## config.mk

```make
export PLATFORM = sky130hd
export DESIGN_NAME = mips_step_ctrl
export DESIGN_NICKNAME = d
export VERILOG_FILES = /design/src/rtl/mips_step_ctrl.sv
export SDC_FILE = /design/constraint.sdc
export NUM_CORES = 1
export LEC_CHECK = 0
export BUFFER_PORTS_ARGS = -buffer_cell sky130_fd_sc_hd__clkbuf_2
export CORE_MARGIN = 2
export CORE_UTILIZATION = 61
export CTS_CLUSTER_SIZE = 16
export DETAILED_ROUTE_END_ITERATION = 6
export GPL_ROUTABILITY_DRIVEN = 0
export HOLD_SLACK_MARGIN = 0.1
export MAX_ROUTING_LAYER = met4
export PLACE_DENSITY = 0.95
export SYNTH_ARGS = -nofsm -noshare
export SYNTH_HDL_FRONTEND = slang
export SYNTH_SLANG_ARGS = --single-unit
```

## constraint.sdc

```tcl
create_clock -name clock -period 6.3 [get_ports clock]
set_clock_uncertainty 0.15 [all_clocks]
set_input_delay 0.315 -clock clock [delete_from_list [all_inputs] [get_ports clock]]
set_output_delay 0.315 -clock clock [all_outputs]
set_load 0.01 [all_outputs]
```

## src/rtl/mips_step_ctrl.sv

```systemverilog
// Run/single-step clock-enable controller for the mips core.
// Optional breakpoint stop is built when MIPS_STEP_BREAKPOINT_EN is defined.
module mips_step_ctrl #(
   parameter int DEBOUNCE    = 4,
   parameter int STEP_CYCLES = 1,
   parameter int COUNT_W     = 16
) (
   input  logic               clock,
   input  logic               reset,
   input  logic               change,
   input  logic               step,
`ifdef MIPS_STEP_BREAKPOINT_EN
   input  logic [31:0]        pc,
   input  logic [31:0]        bp_addr,
   input  logic               bp_valid,
   output logic               bp_hit,
`endif
   output logic               cpu_en,
   output logic               step_mode,
   output logic [COUNT_W-1:0] step_count
);

   typedef enum logic [1:0] {RUN, STEP_IDLE, STEP_PULSE, STEP_WAIT} state_t;

   state_t     state, next_state;
   logic [1:0] change_sync, step_sync;
   logic       change_s, step_s;
   logic       step_db, step_db_q, step_rise;
   logic [7:0] db_cnt;
   logic [7:0] burst, burst_next;
   logic       count_inc;
   logic       go_run;

   assign change_s  = change_sync[1];
   assign step_s    = step_sync[1];
   assign step_rise = step_db & ~step_db_q;

   always_ff @(posedge clock or posedge reset) begin
      if (reset) begin
         change_sync <= '0;
         step_sync   <= '0;
         step_db     <= 1'b0;
         step_db_q   <= 1'b0;
         db_cnt      <= '0;
      end else begin
         change_sync <= {change_sync[0], change};
         step_sync   <= {step_sync[0], step};
         step_db_q   <= step_db;
         // accept a new level after DEBOUNCE consecutive differing samples
         if (step_s == step_db)
            db_cnt <= '0;
         else if (db_cnt == 8'(DEBOUNCE - 1)) begin
            step_db <= step_s;
            db_cnt  <= '0;
         end else
            db_cnt <= db_cnt + 8'd1;
      end
   end

`ifdef MIPS_STEP_BREAKPOINT_EN
   logic change_s_q, change_fall, hit_set;

   assign change_fall = change_s_q & ~change_s;
   // a latched hit pins the FSM in step mode until change toggles 1->0
   assign go_run = ~change_s & (~bp_hit | change_fall);

   always_ff @(posedge clock or posedge reset) begin
      if (reset) begin
         change_s_q <= 1'b0;
         bp_hit     <= 1'b0;
      end else begin
         change_s_q <= change_s;
         if (hit_set)
            bp_hit <= 1'b1;
         else if (change_fall)
            bp_hit <= 1'b0;
      end
   end
`else
   assign go_run = ~change_s;
`endif

   always_comb begin
      next_state = state;
      burst_next = burst;
      count_inc  = 1'b0;
`ifdef MIPS_STEP_BREAKPOINT_EN
      hit_set    = 1'b0;
`endif
      case (state)
         RUN: begin
            if (change_s)
               next_state = STEP_IDLE;
`ifdef MIPS_STEP_BREAKPOINT_EN
            else if (cpu_en && bp_valid && (pc == bp_addr)) begin
               next_state = STEP_IDLE;
               hit_set    = 1'b1;
            end
`endif
         end
         STEP_IDLE: begin
            if (go_run)
               next_state = RUN;
            else if (step_rise) begin
               next_state = STEP_PULSE;
               burst_next = 8'(STEP_CYCLES - 1);
            end
         end
         STEP_PULSE: begin
            // a burst always runs to completion, even if change drops
            if (burst == 8'd0) begin
               count_inc  = 1'b1;
               next_state = go_run ? RUN : STEP_WAIT;
            end else
               burst_next = burst - 8'd1;
         end
         STEP_WAIT: begin
            if (go_run)
               next_state = RUN;
            else if (!step_db)
               next_state = STEP_IDLE;
         end
         default: next_state = RUN;
      endcase
   end

   always_ff @(posedge clock or posedge reset) begin
      if (reset) begin
         state      <= RUN;
         burst      <= '0;
         cpu_en     <= 1'b0;
         step_mode  <= 1'b0;
         step_count <= '0;
      end else begin
         state     <= next_state;
         burst     <= burst_next;
         cpu_en    <= (next_state == RUN) || (next_state == STEP_PULSE);
         step_mode <= (next_state != RUN);
         if (count_inc)
            step_count <= step_count + COUNT_W'(1);
      end
   end

endmodule

```

==> results of run 1 <==
[Yosys cell counts (2+ instances only)]
| master | instances |
|---|---|
| ha_1 | 4 |
| inv_1 | 6 |
| nand2_1 | 14 |
| nand2b_1 | 2 |
| o211ai_1 | 2 |
| clkbuf_1 | 2 |
| xor2_1 | 9 |
| nor4_1 | 2 |
| nor4b_1 | 2 |
| nor2_1 | 19 |
| and2_1 | 2 |
| xnor2_1 | 15 |
| dfrtp_1 | 42 |
| mux2_2 | 2 |
| o31ai_1 | 2 |
| nand4_1 | 4 |
| nor3_1 | 3 |
| nand3_1 | 14 |
| and3_1 | 5 |
[state kept, by name, summed over array words and instances, names as in the netlist]
register / count
step_db: 1
step_mode: 1
cpu_en: 1
step_sync: 2
burst: 8
step_count: 16
change_sync: 2
state: 2
step_db_q: 1
db_cnt: 8
[cell families (layout without fill, tap and decap cells)]
logic type	Yosys count	in the layout	share of synthesized area [%]
multiplexers	3	3	1.706
adder cells (fa/ha/maj)	4	4	2.625
AND/OR/NAND/NOR	78	78	23.03
flip-flops	42	42	55.12
AO/OA/AOI/OAI	9	9	3.477
XOR/XNOR	25	25	11.88
buffers and inverters	9	39	2.165
[routing by layer]
layer / wire length (um) / share of wire (%)
met2: 1586 / 49
met4: 81 / 2.5
met3: 129 / 4.0
met1: 1425 / 44
met5: 0 / 0
[power groups by stage]
stage	combinational, uW	sequential (uW)	clock (uW)
3_5_place_dp	226	385	0
5_1_grt	256	391	152
2_1_floorplan	179	380	0
3_3_place_gp	211	380	0
6_report	229	382	134
4_1_cts	230	380	139
[metrics by stage]
| step | cells | setup slack [ps] | util, % |
|---|---|---|---|
| after floorplan | 170 | 4121 | - |
| after global placement | 222 | 4140 | 68.00 |
| after detailed placement | 222 | 4040 | 68.00 |
| after CTS | 233 | 4020 | 71.00 |
| after global routing | 233 | 3926 | 71.00 |
| final | 233 | 4022 | 71.00 |
[critical path, cell delays in order (launching register included)]
cell and delay (ps):
dfrtp_1 420, inv_1 100, ha_1 190, or3b_2 590, nor3_4 360, mux2_2 380
[area by class of cell]
class,count,area share [%]
Sequential cell,42,49.30
Multi-Input combinational cell,119,38.20
Timing Repair Buffer,25,6.690
Clock buffer,7,2.582
Tap cell,33,1.937
Inverter,6,1.056
Clock inverter,1,0.2347
[final timing paths]
| kind | slack [ps] | from | endpoint |
|---|---|---|---|
| hold reg to reg | 210 | change_sync[0] | change_sync[1] |
| max in group asynchronous | 5200 | reset | step_mode |
| setup reg to reg | 4020 | burst[1] | step_count[1] |
| hold / removal | 210 | change_sync[0] | change_sync[1] |
| min in group asynchronous | 460 | reset | burst[6] |
| setup / recovery | 4020 | burst[1] | step_count[1] |
==> results.sh, run 1 <==
export IMPL_slew_headroom_pct=64.16
export IMPL_grt_total_usage_pct=21.37
export IMPL_synth_warnings=0
export IMPL_grt_pass1_wl_um=5416
export IMPL_drive_above_1_share_pct=19.50
export IMPL_grt_pass1_vias=1292
export IMPL_powerDensity_nw_per_um2=349.4
export IMPL_tightest_slew_ps=530.2
export IMPL_grt_max_degree=43
export IMPL_final_cell_mix="dfrtp_1, clkbuf_2, nor2_1, xnor2_1"
export IMPL_whs_path_depth=0
export IMPL_drt_wl_total_um=3223
export IMPL_use_met2_pct=33.07
export IMPL_initial_core_util_pct=63.50
export IMPL_synth_edff_count=0
export IMPL_crit_type="reg -> reg"
export IMPL_hold_viol_final=0
export IMPL_top_usage_layer="met2"
export IMPL_period_minus_slack_ps=2278
export IMPL_dr_pass1_iters=4
export IMPL_p_int_uw=472.0
export IMPL_synth_seq_cells=42
export IMPL_die_w_um=59.91
export IMPL_period_share_pct=36.15
export IMPL_ant_nets=0
export IMPL_yosys_top_cells_area="dfrtp_1, xnor2_1, xor2_1"
export IMPL_wl_per_cell_um=13.83
export IMPL_rows=20
export IMPL_ff2ff_path_depth=5
export IMPL_p_leak_uw=0.001000
export IMPL_min_path_type="reg -> reg"
export IMPL_area_growth_pct=11.81
export IMPL_synth_area_sq_um=1907
export IMPL_endpoint_kind="register"
export IMPL_swShare_pct=36.64
export IMPL_vdd_ir_drop_max_mv=0.1634
export IMPL_root_buffer="clkbuf_4"
export IMPL_finalSetupTns_ps=0
export IMPL_htreeDepth=2
export IMPL_via_per_inst=5.837
export IMPL_p_sw_uw=272.9
export IMPL_dpl_hpwl_um=2333
export IMPL_vias=1360
export IMPL_io_pins=22
export IMPL_syn_inst=170
export IMPL_antenna_found_initial=0
export IMPL_gr_usage_met1_pct=25.22
export IMPL_fin_area_sq_um=2132
export IMPL_synthDistinctLibCells=38
export IMPL_grt_overflow=0
export IMPL_status="complete, no violations"
export IMPL_setup_viol=0
export IMPL_start_kind="register"
export IMPL_post_dp_cell_area_sq_um=2042
export IMPL_p_seq_share_pct=51.2
export IMPL_drtIter0Drc=59
export IMPL_arrival_ps=2370
export IMPL_drv_slew=0
export IMPL_drcViolationCount=0
export IMPL_gr_usage_met3_pct=6.494
export IMPL_diodes=0
export IMPL_hold_buffers=3
export IMPL_port_buffers=21
export IMPL_cts_sinks=42
export IMPL_avgSynthCellArea_sq_um=11.22
export IMPL_fill_cells=213
export IMPL_multi_input_area_sq_um=814.5
export IMPL_hold_ws_ps=209.8
export IMPL_synth_top_flop_cell="dfrtp_1"
export IMPL_final_common_cell="dfrtp_1"
export IMPL_critPathMaxFanout=9
export IMPL_fin_nets=207
export IMPL_power_frac_clock_pct=18.1
export IMPL_async_flop_share_pct=100.0
export IMPL_regArea_sq_um=1051
export IMPL_post_cts_repair_setup_buffers=0
export IMPL_coreArea_sq_um=3003
export IMPL_ctsResizeCount=0
export IMPL_maxCapViolations=0
export IMPL_clockBufferDepth=2
export IMPL_clock_latency_ps=340
export IMPL_ys_seq_area_share_pct=55.12
export IMPL_rsz0062_at_grt="no"
export IMPL_crit_required_ps=6390
export IMPL_cts_tree="yes"
export IMPL_power_uw=744.9
export IMPL_synth_top_area_share_pct=55.12
export IMPL_combPwrFrac_pct=30.7
export IMPL_fp_dieH_um=59.91
export IMPL_fmax_mhz=439.0
export IMPL_die_area_sq_um=3589
export IMPL_clk_pin_slew_ps=120
export IMPL_syn_nets=178
export IMPL_yosys_area_top_type="dfrtp_1"
export IMPL_cts_buffers=5
Note: power is estimated with default switching activity, not from simulation.
==> run 2, diff against run 1 <==
--- a/config.mk
+++ b/config.mk
@@ -7,13 +7,13 @@
 export LEC_CHECK = 0
 export BUFFER_PORTS_ARGS = -buffer_cell sky130_fd_sc_hd__clkbuf_2
 export CORE_MARGIN = 2
-export CORE_UTILIZATION = 61
+export CORE_UTILIZATION = 51
 export CTS_CLUSTER_SIZE = 16
 export DETAILED_ROUTE_END_ITERATION = 6
 export GPL_ROUTABILITY_DRIVEN = 0
 export HOLD_SLACK_MARGIN = 0.1
 export MAX_ROUTING_LAYER = met4
-export PLACE_DENSITY = 0.95
+export PLACE_DENSITY = 0.86
 export SYNTH_ARGS = -nofsm -noshare
 export SYNTH_HDL_FRONTEND = slang
 export SYNTH_SLANG_ARGS = --single-unit
==> constraint.sdc (replaced) <==
create_clock -name clock -period 1.93 [get_ports clock]
set_clock_uncertainty 0.15 [all_clocks]
set_input_delay 0.0965 -clock clock [delete_from_list [all_inputs] [get_ports clock]]
set_output_delay 0.0965 -clock clock [all_outputs]
set_load 0.01 [all_outputs]
==> results.sh, run 2 (same netlist as run 1, synthesis figures left out) <==
export IMPL_status="finished with violations"
export IMPL_violations="setup timing"
export IMPL_initial_core_util_pct=52.48
export IMPL_grt_pass1_wl_um=6437
export IMPL_root_buffer="clkbuf_8"
export IMPL_hold_viol_final=0
export IMPL_final_cell_mix="dfrtp_1, clkbuf_2, nor2_1, xnor2_1, buf_4"
export IMPL_cts_sinks=42
export IMPL_fill_cells=294
export IMPL_reg_top3="step_count (16), burst (8), db_cnt (8)"
export IMPL_setup_viol=12
export IMPL_rsz0062_at_grt="yes"
export IMPL_post_place_ws_ps=-41.33
export IMPL_largest_register="step_count"
export IMPL_startpoint="burst[0]"
export IMPL_period_minus_slack_ps=2015
export IMPL_powerDensity_nw_per_um2=1291
export IMPL_htreeDepth=2
export IMPL_dr_pass1_iters=4
export IMPL_critical_path_max_stage_delay_ps=430
export IMPL_final_common_cell="dfrtp_1"
export IMPL_vias=1449
export IMPL_fin_nets=226
export IMPL_dpl_hpwl_um=2429
export IMPL_area_growth_pct=27.43
export IMPL_routed_top_layer="met4"
export IMPL_cp_cell_sequence="inv_2 > ha_4 > or3b_4 > nor3_4 > buf_6 > nand4_1 > xnor2_1"
export IMPL_diodes=0
export IMPL_cts_tree="yes"
export IMPL_drt_met1_wl_um=1774
export IMPL_fp_dieH_um=65.15
export IMPL_period_share_pct=104.4
export IMPL_die_w_um=65.15
export IMPL_slew_headroom_pct=62.33
export IMPL_die_area_sq_um=4244
export IMPL_cp_slowest_cell="or3b_4"
export IMPL_min_delay_start="change_sync[0]"
export IMPL_vdd_ir_drop_max_mv=0.6595
export IMPL_grt_max_degree=43
export IMPL_drcViolationCount=0
export IMPL_crit_type="reg -> reg"
export IMPL_critPathMaxFanout=5
export IMPL_grt_total_usage_pct=20.78
export IMPL_wl_met3_um=173
export IMPL_coreArea_sq_um=3633
export IMPL_r2r_start="burst[0]"
export IMPL_place_inst=251
export IMPL_arrival_ps=2060
export IMPL_cts_buffers=5
export IMPL_grt_overflow=0
export IMPL_via_per_inst=5.427
export IMPL_io_pins=22
export IMPL_crit_required_ps=1970
export IMPL_start_kind="register"
export IMPL_wl_met2_um=2036
export IMPL_fin_area_sq_um=2430
export IMPL_drv_slew=0
export IMPL_ant_nets=0
export IMPL_min_path_type="reg -> reg"
export IMPL_drt_wl_total_um=4101
export IMPL_wl_per_cell_um=15.36
export IMPL_post_dp_cell_area_sq_um=2175
export IMPL_stdcell_count=267
export IMPL_setup_ws_ps=-84.84
export IMPL_endpoint_kind="register"
export IMPL_clk_pin_slew_ps=80
export IMPL_grt_pass1_vias=1417
export IMPL_p_leak_uw=0.001130
export IMPL_rows=22
export IMPL_clockBufferDepth=2
export IMPL_maxCapViolations=0
export IMPL_antenna_found_initial=0
export IMPL_fmax_mhz=496.3
export IMPL_clock_latency_ps=300
export IMPL_tightest_slew_ps=563.8
export IMPL_largest_reg_flops=16
export IMPL_port_buffers=21
export IMPL_drtIter0Drc=151
export IMPL_drive_above_1_share_pct=31.05
[run 2: cell count changes in the layout (fill, tap and decap cells not counted), moves of 2 or more]
cell,change
buf_4,+14
buf_6,+4
clkbuf_4,-5
clkbuf_8,+4
inv_1,-2
inv_2,+2
nand3_1,-2
nand3_2,+2
[run 2: area by class of cell]
| cell class | instances | area (sq um) | share of cell area [%] |
|---|---|---|---|
| sequential | 42 | 1051 | 43.25 |
| inverter | 6 | 22.52 | 0.9269 |
| clock buffer | 5 | 68.82 | 2.832 |
| tap | 48 | 60.06 | 2.472 |
| multi-input combinational | 119 | 889.6 | 36.61 |
| clock inverter | 3 | 40.04 | 1.648 |
| timing repair buffer | 44 | 297.8 | 12.26 |
[run 2: metrics by stage]
step	hold WS (ps)	power, uW	TNS [ps]	utilization (%)
after floorplan	-22.07	1874	-732.7	-
final	202.2	3137	-392.6	66.87
after detailed placement	56.42	2180	-164.2	59.85
after global placement	56.16	2137	-3.083	59.85
after global routing	212.3	3311	-1762	66.87
after CTS	203.7	2959	-80.23	64.91
[run 2: worst max-delay path: cells and delay by family (launching register included)]
family,cells,cell delay (ps)
fa+ha+maj,1,140
flops,1,390
buf+inv,2,250
xor+xnor,1,150
simple gates,3,810
[run 2: repair_timing]
action / in CTS / in global routing
hold buffers: 3 / 0
pin swaps: 8 / 9
endpoints found under the hold margin: 44 / 0
resized for setup: 7 / 9
cloned: 0 / 1
buffers inserted: 2 / 2
endpoints found under the setup margin: 12 / 23
[run 2: worst paths after layout]
kind,end,slack [ps],cells past startpoint
max in group asynchronous,db_cnt[7],1000,4
min in group asynchronous,db_cnt[6],290,4
setup / recovery,step_count[11],-80,7
setup reg to reg,step_count[11],-80,7
hold reg to reg,change_sync[1],200,0
hold / removal,change_sync[1],200,0
[run 2: per-layer routing]
metal / vias to the layer above / global-route usage [%]
li1: 681 / -
met1: 720 / 25.09
met2: 39 / 33.12
met3: 9 / 6.336
met4: 0 / 8.073
met5: - / -
[run 2: where the power goes]
group / total [uW] / internal, uW / switching, uW
Clock: 691 / 381 / 310
Combinational: 1200 / 550 / 652
Sequential: 1240 / 1060 / 183
